File: src/rtl/cpu_int_ctl.sv
// Interrupt front-end for the 65C02 core: synchronises IRQ/NMI inputs, masks and
// prioritises them, and presents one request plus vector low byte to ctl.
module cpu_int_ctl #(
    parameter int unsigned NIRQ        = 8,
    parameter int unsigned SYNC_STAGES = 2,
    parameter bit          NMI_EDGE    = 1'b1,
    localparam int unsigned IDW        = (NIRQ > 1) ? $clog2(NIRQ) : 1
) (
    input  logic            clk,
    input  logic            RST_n,
    input  logic [NIRQ-1:0] irq_src,
    input  logic            nmi_in,
    input  logic            mask_we,
    input  logic [NIRQ-1:0] mask_wd,
    input  logic            RDY,
    input  logic            sync,
    input  logic            I,
    input  logic            take,
    output logic            int_req,
    output logic [7:0]      int_vec,
    output logic            int_nmi,
    output logic [IDW-1:0]  irq_id,
    output logic [NIRQ-1:0] irq_pend
);

    localparam logic [7:0] VEC_NMI = 8'hFA;
    localparam logic [7:0] VEC_RST = 8'hFC;
    localparam logic [7:0] VEC_IRQ = 8'hFE;

    typedef enum logic [1:0] {
        WIN_NONE,
        WIN_RST,
        WIN_NMI,
        WIN_IRQ
    } win_t;

    win_t                   win;
    logic [NIRQ-1:0]        irq_sync [SYNC_STAGES];
    logic [SYNC_STAGES-1:0] nmi_sync;
    logic [NIRQ-1:0]        irq_s;
    logic                   nmi_s;
    logic [NIRQ-1:0]        mask;
    logic                   nmi_lat;
    logic                   rst_pend;
    logic                   irq_req;
    logic                   acc;
    logic [IDW-1:0]         irq_win;
    logic                   irq_found;

    always_ff @(posedge clk or negedge RST_n) begin
        if (!RST_n) begin
            for (int unsigned i = 0; i < SYNC_STAGES; i++) begin
                irq_sync[i] <= '0;
            end
            nmi_sync <= '0;
        end else begin
            irq_sync[0] <= irq_src;
            nmi_sync[0] <= nmi_in;
            for (int unsigned i = 1; i < SYNC_STAGES; i++) begin
                irq_sync[i] <= irq_sync[i-1];
                nmi_sync[i] <= nmi_sync[i-1];
            end
        end
    end

    assign irq_s = irq_sync[SYNC_STAGES-1];
    assign nmi_s = nmi_sync[SYNC_STAGES-1];

    // Mask and pend stage run regardless of RDY; pend adds the one-edge mask stage.
    always_ff @(posedge clk or negedge RST_n) begin
        if (!RST_n) begin
            mask     <= '1;
            irq_pend <= '0;
        end else begin
            if (mask_we) begin
                mask <= mask_wd;
            end
            irq_pend <= irq_s & mask;
        end
    end

    assign irq_req = (|irq_pend) & ~I;
    assign acc     = take & sync & RDY & int_req;

    generate
        if (NMI_EDGE) begin : g_nmi_edge
            logic nmi_prev;
            logic nmi_edge;

            assign nmi_edge = nmi_s & ~nmi_prev;

            // A fresh edge in the accept cycle must not be lost, so set beats clear.
            always_ff @(posedge clk or negedge RST_n) begin
                if (!RST_n) begin
                    nmi_prev <= 1'b0;
                    nmi_lat  <= 1'b0;
                end else begin
                    nmi_prev <= nmi_s;
                    if (nmi_edge) begin
                        nmi_lat <= 1'b1;
                    end else if (acc && (win == WIN_NMI)) begin
                        nmi_lat <= 1'b0;
                    end
                end
            end
        end else begin : g_nmi_level
            assign nmi_lat = nmi_s;
        end
    endgenerate

    always_comb begin
        win = WIN_NONE;
        if (rst_pend) begin
            win = WIN_RST;
        end else if (nmi_lat) begin
            win = WIN_NMI;
        end else if (irq_req) begin
            win = WIN_IRQ;
        end
    end

    always_comb begin
        int_req = (win != WIN_NONE);
        int_nmi = (win == WIN_NMI);
        case (win)
            WIN_RST: int_vec = VEC_RST;
            WIN_NMI: int_vec = VEC_NMI;
            default: int_vec = VEC_IRQ;
        endcase
    end

    always_comb begin
        irq_win   = '0;
        irq_found = 1'b0;
        for (int unsigned i = 0; i < NIRQ; i++) begin
            if (!irq_found && irq_pend[i]) begin
                irq_win   = IDW'(i);
                irq_found = 1'b1;
            end
        end
    end

    always_ff @(posedge clk or negedge RST_n) begin
        if (!RST_n) begin
            rst_pend <= 1'b1;
            irq_id   <= '0;
        end else if (acc) begin
            if (win == WIN_RST) begin
                rst_pend <= 1'b0;
            end
            if (win == WIN_IRQ) begin
                irq_id <= irq_win;
            end
        end
    end

endmodule

File: config.mk
export PLATFORM = sky130hd
export DESIGN_NAME = cpu_int_ctl
export DESIGN_NICKNAME = d
export VERILOG_FILES = /design/src/rtl/cpu_int_ctl.sv
export SDC_FILE = /design/constraint.sdc
export NUM_CORES = 1
export LEC_CHECK = 0
export ABC_AREA = 0
export CORE_ASPECT_RATIO = 1.25
export CORE_UTILIZATION = 44
export DETAILED_ROUTE_END_ITERATION = 10
export GPL_TIMING_DRIVEN = 1
export PLACE_DENSITY = 0.77
export SETUP_SLACK_MARGIN = 0.5
export SLEW_MARGIN = 20
export SYNTH_ARGS = -nofsm -noshare
export SYNTH_HDL_FRONTEND = slang
export SYNTH_SLANG_ARGS = --single-unit
File: constraint.sdc
create_clock -name clk -period 1.96 [get_ports clk]
set_input_delay 0.392 -clock clk [delete_from_list [all_inputs] [get_ports clk]]
set_output_delay 0.392 -clock clk [all_outputs]
set_load 0.01 [all_outputs]
Yosys cells after proc, flatten, opt, wreduce, memory -nomap -nowiden
Index checks and enable logic that the tools add are counted.
Operators by class
  muxes and demuxes: 20
  reductions and logical operators: 20
  bitwise operators: 8
  eq/ne operators: 3
Operator list (number)
  3-bit two-way mux: 6
  1-bit two-way mux: 10
  8-bit bitwise AND: 1
  1-bit logical AND: 8
  8-bit OR reduction: 1
  1-bit zero test: 7
  2-bit two-way mux: 3
  3-bit one-hot mux with 2 select lines: 1
  1-bit bitwise AND: 5
  2-bit == test (second input constant): 2
  2-bit AND reduction: 2
  2-bit nonzero test: 2
  2-bit by 1-bit == test with 1-bit output (second input constant): 1
  1-bit inverter: 2
Storage, ports and cells
  register bits: 40
  word-level logic and storage cells: 60
  output and inout port bits: 21

Depth between registers and ports, before layout
Gate-level depths: netlist (run 1).
  depth in word-level cells: 22
  gate-level depth with buffers: 4

Worst setup path after synthesis (run 1)
OpenSTA, ideal clock, no wires.
  kind: flip-flop to output port
  start point: reg irq_pend[2]
  end point: out int_req
  data arrival time: 1.171 ns
  path buffers: 0
  data required time: 1.568 ns
  slack: 0.397 ns
  cell stages (with the launch flop): 4
  path through: dfrtp_1 -> or4_4 -> nor2_1 -> o21ai_1
On the way
  word-level cells in the longest chain between the ends: 6
Ends and longest elaborated chain
  from (decl): RTL line 23  | output logic [NIRQ-1:0] irq_pend
  from (signal assigned): RTL line 78  | irq_pend <= irq_s & mask;
  8-bit OR reduction: RTL line 82  | assign irq_req = (|irq_pend) & ~I;
  1-bit bitwise AND: RTL line 82
  2-bit two-way mux: RTL line 117  | end else if (irq_req) begin
  2-bit two-way mux: RTL line 115  | end else if (nmi_lat) begin
  2-bit two-way mux: RTL line 113  | if (rst_pend) begin
  2-bit nonzero test: RTL line 123  | int_req = (win != WIN_NONE);
  to (decl): RTL line 19  | output logic int_req,
Every way passes these cells.

Final worst setup path (run 1)
  start point: reg irq_pend[0]
  end point: reg irq_id[0]
On the way
  word-level cells in the longest chain between the ends: 22
Ends and longest elaborated chain
  1-bit two-way mux: RTL line 136  | if (!irq_found && irq_pend[i]) begin
  1-bit zero test: RTL line 136
  1-bit logical AND: RTL line 136
  1-bit two-way mux: RTL line 136
  1-bit zero test: RTL line 136
  1-bit logical AND: RTL line 136
  1-bit two-way mux: RTL line 136
  1-bit zero test: RTL line 136
  [... 6 more ...]
  1-bit logical AND: RTL line 136
  1-bit two-way mux: RTL line 136
  1-bit zero test: RTL line 136
  1-bit logical AND: RTL line 136
  1-bit two-way mux: RTL line 136
  1-bit zero test: RTL line 136
  1-bit logical AND: RTL line 136
  3-bit two-way mux: RTL line 136
  to (signal assigned): RTL line 152  | irq_id <= irq_win;
  to (decl): RTL line 22  | output logic [IDW-1:0] irq_id,
Several ways; a longest one is shown, not always the timed one.
A chain may end at the register's enable or synchronous reset.

==> results.json, run 1 <==
{
  "finalClockSkew_ns": 0.00905,
  "grt_pass1_vias": 918,
  "worstMarginPinSlew_ns": 0.654,
  "rows": 22,
  "vias": 854,
  "multiInputGateArea_sq_um": 323,
  "initial_core_util": 0.463,
  "fin_util": 0.666,
  "setup_ws_ns": -0.0504,
  "hp-class": "flip-flop to flip-flop",
  "violations": "setup timing",
  "die_w_um": 51.8,
  "critPathTopFamily": "simple AND/OR/NAND/NOR gates",
  "cpMostUsedCell": "buf_6",
  "fill_cells": 219,
  "drt_iter0_markers": 16,
  "cp.arrival_ns": 2.20,
  "synth_cells": 94,
  "syn_area_sq_mm": 0.00136,
  "clk_path_buf_depth": 2,
  "place_hpwl_um": 1690,
  "drive_above_1_share": 0.394,
  "min_period_over_period": 1.03,
  "gp_congestion": 0.710,
  "syn_area_per_cell_sq_um": 14.5,
  "fin_hold_ws_ns": 0.344,
  "numCtsBuffers": 5,
  "antenna_found_initial": 0,
  "maxCapViolCount": 0,
  "power_density_mw_per_mm2": 845,
  "crit_fanout": 3,
  "final_hold_viol_count": 0,
  "setup_viol": 3,
  "clkTransAtPathRegs_ns": 0.10,
  "die_h_um": 64.2,
  "nets": 178,
  "slowest_delay_ns": 0.56,
  "required_ns": 2.15,
  "leakage_nw": 0.900,
  "crit_buf_inv": 4,
  "cts_tree": "done",
  "ys_seq_area_frac": 0.743,
  "io_buffers": 38,
  "cts_sinks": 40,
  "coreArea_sq_mm": 0.00295,
  "via_per_inst": 4.47,
  "worst_setup_path_start_kind": "flip-flop",
  "pre_cts_ws_ns": -0.0250,
  "area_delta_synth_final_pct": 43.9,
  "period_minus_slack_ns": 2.01,
  "die_area_sq_mm": 0.00332,
  "final.setup.tns_ns": -0.119,
  "route.detailed.drc": 0,
  "cts_root_buf": "clkbuf_4",
  "ys_ff_latch": 40,
  "grt-ovfl-total": 0,
  "crit_slowest_cell": "or4_4",
  "cp_cell_sequence": "or4_4, buf_4, buf_6, buf_6, buf_6, or2_4, a21oi_2, a21oi_2",
  "antenna_cells": 0,
  "relSlewSlack": 0.561,
  "drt-total-wl_um": 2300,
  "grt_pass1_wl_um": 4050,
  "num_io_pins": 45,
  "rsz0062_at_grt": "true",
  "wl_per_cell_um": 12.0,
  "htree_levels": 2,
  "yosys_warnings": 0,
  "end_kind": "flip-flop",
  "yosysUniqueCellTypes": 19,
  "grt_start_max_net_pins": 41,
  "instances_no_fill": 191,
  "ant_nets": 0,
  "worstSkewPairLatency_ns": 0.33,
  "drv_slew": 0,
  "regArea_sq_mm": 0.00101,
  "crit_type": "flip-flop to flip-flop",
  "first_pass_iters": 3,
  "status": "complete, but fails checks",
  "max_freq_ghz": 0.497,
  "place_inst": 175,
  "grt_usage": 0.177,
  "irDropWorstVdd_mv": 0.784
}
## stage by stage
step,power (mW),area (sq um)
detailed placement,1.25,1850
finish,1.66,1960
global placement,1.23,1850
global route,1.76,1960
floorplan,1.07,1390
CTS,1.65,1900
## where the power goes
group	leakage, nW	switching, mW	internal (mW)	total [mW]
Clock	0.0326	0.228	0.177	0.405
Combinational	0.402	0.130	0.181	0.311
Sequential	0.466	0.0320	0.909	0.941
Total	0.900	0.390	1.27	1.66
## per-layer routing
layer  part of all wire  vias up  wire, um  global-route usage
met4              0.030        0        68              0.0912
met2               0.56       31      1290               0.312
met3              0.053        8       122              0.0619
met5                  0        -         0                   0
li1                   -      415         -                   -
met1               0.35      400       814               0.178
## logic make-up after synthesis
family	after synthesis	share of synthesized area
other cells	2	0.00551
compound gates	13	0.0496
buf+inv	12	0.0496
simple gates	19	0.0863
flops	40	0.743
mux	8	0.0661
## cells in the mapped netlist
library cell,instances,share of area
or4_1,1,0.0055
o31ai_1,1,0.0055
buf_4,6,0.033
dfrtp_1,31,0.57
nand2_1,1,0.0028
conb_1,2,0.0055
or2_1,1,0.0046
o21ai_0,2,0.0073
inv_1,5,0.014
nor2_1,4,0.011
mux2_2,8,0.066
and2_1,9,0.041
o21ai_1,2,0.0073
dfstp_2,9,0.17
nand3_1,1,0.0037
clkbuf_1,1,0.0028
or4_4,1,0.0083
nor4_2,1,0.0092
a21oi_1,8,0.029
## path summary, 6_finish.rpt
kind	startpoint	end	slack, ns	cells past startpoint
min reg2reg	irq_sync[8]	irq_s[0]	0.34	0
max	irq_pend[0]	irq_id[0]	-0.05	8
max in group asynchronous	RST_n	mask[4]	1.16	3
min	irq_sync[8]	irq_s[0]	0.34	0
max reg2reg	irq_pend[0]	irq_id[0]	-0.05	8
min in group asynchronous	RST_n	irq_s[0]	0.54	3
## layout by cell type (no fill, tap or decap), types with 2 or more instances in the layout
master,Yosys,final
a21oi_1,8,6
a21oi_2,0,2
and2_1,9,9
buf_2,0,9
buf_4,6,11
buf_6,0,8
clkbuf_1,1,2
clkbuf_4,0,5
clkdlybuf4s50_1,0,22
conb_1,2,6
dfrtp_1,31,31
dfstp_2,9,9
dlygate4sd2_1,0,4
inv_1,5,4
mux2_2,8,8
nor2_1,4,3
o21ai_0,2,2
or4_4,1,2
## state kept, by name, indices dropped and copies added, names as in the netlist
register	flops
g_nmi_edge.nmi_prev	1
mask	8
irq_id	3
irq_s	8
rst_pend	1
irq_sync	8
nmi_lat	1
irq_pend	8
nmi_sync	2
## area by class of cell
type                            count  share of cell area
Sequential cell                    40               0.516
Timing Repair Buffer               56               0.257
Multi-Input combinational cell     46               0.165
Clock buffer                        8              0.0300
Tap cell                           36              0.0230
Inverter                            5             0.00957
## timing repair
item | in CTS | in global routing
pin swaps | 5 | 4
endpoints found under the setup margin | 17 | 8
gates resized for setup | 55 | 6
setup buffers | 4 | 3
endpoints found under the hold margin | 0 | 1
hold buffers | 0 | 1
(Power assumes the default switching activity.)
==> inputs of run 2 (changes only) <==
Settings changed: CTS_CLUSTER_DIAMETER set to 150, RECOVER_POWER set to 50.
==> run 2 against run 1 <==
Effect of this change:
- the run still ends with setup timing left
- register-to-register slack about the same
- combinational power down 3%
- worst setup slack better by 0.0018 ns
- largest power group unchanged
==> results.json, run 2 (synthesis results as in run 1) <==
{
  "status": "complete, but fails checks",
  "violations": "setup timing",
  "final_hold_viol_count": 0,
  "die_h_um": 64.2,
  "worstReg2RegEnd": "irq_id[0]",
  "route.detailed.drc": 0,
  "combinationalPowerShare": 0.184,
  "grt_start_max_net_pins": 41,
  "antenna_cells": 0,
  "maxCapViolCount": 0,
  "fill_cells": 220,
  "drv_slew": 0,
  "power_frac_clock": 0.245,
  "worstSkewPairLatency_ns": 0.33,
  "grt-ovfl-total": 0,
  "coreArea_sq_mm": 0.00295,
  "gp_congestion": 0.710,
  "top_layer_used": "met4",
  "place_hpwl_um": 1690,
  "clk_path_buf_depth": 2,
  "final_cell_mix": "dfrtp_1 (31), clkdlybuf4s50_1 (13), buf_4 (11)",
  "end_kind": "flip-flop",
  "wl_per_cell_um": 12.0,
  "cts_root_buf": "clkbuf_4",
  "layout_commonest_cell": "dfrtp_1",
  "power.internal_mw": 1.26,
  "grt_pass1_wl_um": 4050,
  "grt_usage": 0.177,
  "ff2ff_setup_slack_ns": -0.05,
  "irDropWorstVdd_mv": 0.782,
  "crit_fanout": 3,
  "die_w_um": 51.8,
  "die_area_sq_mm": 0.00332,
  "min_period_over_period": 1.02,
  "hold_end": "irq_s[0]",
  "cts_sinks": 40,
  "hp-class": "flip-flop to flip-flop",
  "drt_iter0_markers": 11,
  "grt_pass1_vias": 918,
  "first_pass_iters": 2,
  "io_buffers": 38,
  "cts_tree": "done",
  "p_switching_uw": 389,
  "clkTransAtPathRegs_ns": 0.10,
  "setup_viol": 3,
  "num_io_pins": 45,
  "wl_met2_um": 1320,
  "leakage_nw": 0.894,
  "switching_share": 0.236,
  "area_delta_synth_final_pct": 42.8,
  "reg2reg_from": "irq_pend[0]",
  "seq_power_share": 0.571,
  "drt-total-wl_um": 2300,
  "final.setup.tns_ns": -0.117,
  "worstMarginPinSlew_ns": 0.894,
  "period_minus_slack_ns": 2.01,
  "setup_ws_ns": -0.0486,
  "ant_nets": 0,
  "relSlewSlack": 0.404,
  "wl_met1_um": 789,
  "htree_levels": 2,
  "antenna_found_initial": 0,
  "dr_wl_met3_um": 125,
  "place_inst": 175,
  "initial_core_util": 0.463,
  "drive_above_1_share": 0.394,
  "rows": 22,
  "numCtsBuffers": 5,
  "crit_type": "flip-flop to flip-flop",
  "cp.arrival_ns": 2.20,
  "holdCritStartpoint": "irq_sync[8]",
  "power_density_mw_per_mm2": 847,
  "worst_setup_path_start_kind": "flip-flop",
  "instances_no_fill": 191,
  "via_per_inst": 4.52,
  "min_path_cells": 0,
  "vias": 864,
  "max_freq_ghz": 0.498,
  "required_ns": 2.15,
  "finalClockSkew_ns": 0.00806,
  "reg2reg_depth": 8,
  "rsz0062_at_grt": "true",
  "nets": 178
}
[run 2: changes by cell type in the layout (fill, tap and decap cells not counted)]
| cell | delta |
|---|---|
| buf_12 | -1 |
| and2_1 | -4 |
| clkdlybuf4s50_1 | -9 |
| clkbuf_2 | +1 |
| and2_0 | +4 |
| dlygate4sd3_1 | +9 |
[run 2: worst max-delay path, stage by stage (launching register included)]
cell,delay (ns)
dfrtp_1,0.39
or4_4,0.56
buf_4,0.16
buf_6,0.11
buf_6,0.10
buf_6,0.10
or2_4,0.24
a21oi_2,0.15
a21oi_2,0.05
[run 2: how the worst max path moves through the flow]
stage                      from  cells after the start        end  slack, ns
floorplan           irq_pend[0]                      3    int_req       0.42
global placement    irq_pend[7]                      4    int_req       0.01
detailed placement  irq_pend[7]                      4    int_req      -0.03
CTS                 irq_pend[2]                      4    int_req      -0.06
global route        irq_pend[7]                      4    int_req      -0.11
finish              irq_pend[0]                      8  irq_id[0]      -0.05
[run 2: power by group through the flow]
stage / sequential, mW / combinational (mW) / clock, mW
floorplan: 0.972 / 0.0937 / 0
global placement: 0.953 / 0.281 / 0
detailed placement: 0.959 / 0.292 / 0
CTS: 0.944 / 0.281 / 0.427
global route: 0.951 / 0.328 / 0.468
finish: 0.941 / 0.303 / 0.404
[run 2: metal layers]
metal	up-vias	global-route usage
li1	416	-
met1	408	0.178
met2	31	0.312
met3	9	0.0619
met4	0	0.0912
met5	-	0
[run 2: area by class of cell]
| class | instances | area, sq um | area share |
|---|---|---|---|
| Sequential cell | 40 | 1010 | 0.520 |
| Multi-Input combinational cell | 46 | 323 | 0.166 |
| Clock buffer | 8 | 58.8 | 0.0302 |
| Timing Repair Buffer | 56 | 488 | 0.251 |
| Inverter | 5 | 18.8 | 0.00965 |
| Tap cell | 36 | 45.0 | 0.0232 |
[run 2: stage by stage]
step / util / hold WS (ns) / cell area [sq um] / total power, mW / setup slack (ns)
floorplan: - / 0.0964 / 1390 / 1.07 / 0.424
global placement: 0.627 / 0.332 / 1850 / 1.23 / 0.0136
detailed placement: 0.627 / 0.335 / 1850 / 1.25 / -0.0250
CTS: 0.646 / 0.00207 / 1900 / 1.65 / -0.0567
global route: 0.661 / 0.364 / 1950 / 1.75 / -0.110
finish: 0.661 / 0.347 / 1950 / 1.65 / -0.0486
[run 2: timing repair]
item | in CTS | in global routing
setup buffers | 4 | 3
endpoints found under the hold margin | 0 | 1
pin swaps | 5 | 4
cloned | 0 | 0
hold buffers | 0 | 1
gates resized for setup | 55 | 6
endpoints found under the setup margin | 17 | 8
==> inputs of run 3 (changes only) <==
Settings changed: CTS_CLUSTER_DIAMETER 150 to 120, REMOVE_ABC_BUFFERS set to 1.
==> run 3 against run 2 <==
Effect of this change:
- the flow still finishes with violations (setup timing)
- clock-buffer cell count shrank 2
- clock skew grew 0.0019 ns
- global-route usage shrank 1.7 points
- maximum frequency grew 0.19%
- critical endpoint is now int_req
==> results.json, run 3 (synthesis results as in run 1) <==
{
  "end_kind": "primary output",
  "period_minus_slack_ns": 2.00,
  "rsz0062_at_grt": "true",
  "fin_hold_ws_ns": 0.358,
  "clkTransAtPathRegs_ns": 0.11,
  "first_pass_iters": 4,
  "grt_usage": 0.160,
  "final_cell_mix": "dfrtp_1 (31), clkdlybuf4s50_1 (13), buf_4 (13)",
  "leakage_nw": 0.887,
  "holdCritStartpoint": "irq_sync[8]",
  "gp_congestion": 0.739,
  "crit_path_start": "irq_pend[7]",
  "max_freq_ghz": 0.499,
  "grt_pass1_vias": 894,
  "drt-total-wl_um": 2260,
  "vias": 864,
  "setup_ws_ns": -0.0447,
  "power_density_mw_per_mm2": 832,
  "die_h_um": 64.2,
  "reg2reg_from": "irq_pend[7]",
  "grt_pass1_wl_um": 3750,
  "power_mw": 1.60,
  "coreArea_sq_mm": 0.00295,
  "area_delta_synth_final_pct": 41.4,
  "initial_core_util": 0.463,
  "antenna_cells": 0,
  "grt_start_max_net_pins": 20,
  "place_hpwl_um": 1650,
  "setup_viol": 1,
  "violations": "setup timing",
  "num_io_pins": 45,
  "required_ns": 1.57,
  "numCtsBuffers": 5,
  "nets": 177,
  "route.detailed.drc": 0,
  "cp.arrival_ns": 1.61,
  "worst_setup_path_start_kind": "flip-flop",
  "rows": 22,
  "cts_sinks": 40,
  "die_area_sq_mm": 0.00332,
  "irDropWorstVdd_mv": 0.545,
  "die_w_um": 51.8,
  "cts_tree": "done",
  "min_period_over_period": 1.02,
  "worstSkewPairLatency_ns": 0.33,
  "antenna_found_initial": 0,
  "io_buffers": 38,
  "status": "complete, but fails checks",
  "drt_iter0_markers": 6,
  "wl_per_cell_um": 11.9,
  "drv_slew": 0,
  "grt-ovfl-total": 0,
  "final_hold_viol_count": 0,
  "drive_above_1_share": 0.396,
  "maxCapViolCount": 0,
  "layout_commonest_cell": "dfrtp_1",
  "crit_type": "flip-flop to primary output",
  "crit_fanout": 2,
  "ant_nets": 0,
  "clk_path_buf_depth": 2,
  "hp-class": "flip-flop to flip-flop",
  "via_per_inst": 4.55,
  "htree_levels": 2,
  "finalClockSkew_ns": 0.00997,
  "cts_root_buf": "clkbuf_4"
}
## run 3: cell type report
type | instances | area (sq um)
clock buffer | 6 | 41.3
timing repair buffer | 55 | 475
inverter | 5 | 18.8
multi-input combinational | 46 | 322
clock inverter | 2 | 12.5
sequential | 40 | 1010
fill | 227 | 1020
tap | 36 | 45.0
## run 3: report_power, final
group          internal, mW  switching (mW)
sequential            0.909          0.0355
clock                 0.139           0.245
combinational         0.160           0.117
total                  1.21           0.397
## run 3: stage by stage
step	cells	setup TNS [ns]	setup slack [ns]	cell area (sq um)	utilization
floorplan	91	0	0.397	1330	-
global placement	175	-0.0189	-0.0189	1820	0.619
detailed placement	175	-0.0291	-0.0291	1820	0.619
CTS	187	-0.0372	-0.0372	1860	0.632
global route	190	-0.0920	-0.0920	1930	0.654
finish	190	-0.0447	-0.0447	1930	0.654
## run 3: final timing paths
path | depth (start not counted) | slack, ns | end
worst max-delay path | 4 | -0.04 | int_req
worst min-delay path | 0 | 0.36 | irq_s[0]
worst max register to register | 7 | 0.13 | irq_id[1]
worst min register to register | 0 | 0.36 | irq_s[0]
max in group asynchronous | 3 | 0.88 | rst_pend
min in group asynchronous | 2 | 0.51 | irq_sync[14]
## run 3: per-layer routing
layer / vias up / share of wire / GRT usage
li1: 416 / - / -
met1: 407 / 0.37 / 0.163
met2: 35 / 0.55 / 0.287
met3: 6 / 0.064 / 0.0595
met4: 0 / 0.015 / 0.0608
met5: - / 0 / 0
## run 3: worst max-delay path: stages, from the launching register on
cell	delay, ns
dfrtp_1	0.40
or4_4	0.56
nor2_4	0.12
o21ai_1	0.06
buf_2	0.14
## run 3: timing repair
action | 4_1_cts | 5_1_grt
setup endpoints to repair | 17 | 8
hold buffers | 1 | 0
pin swaps | 3 | 1
gates resized for setup | 52 | 11
setup buffers | 3 | 3
endpoints found under the hold margin | 11 | 0
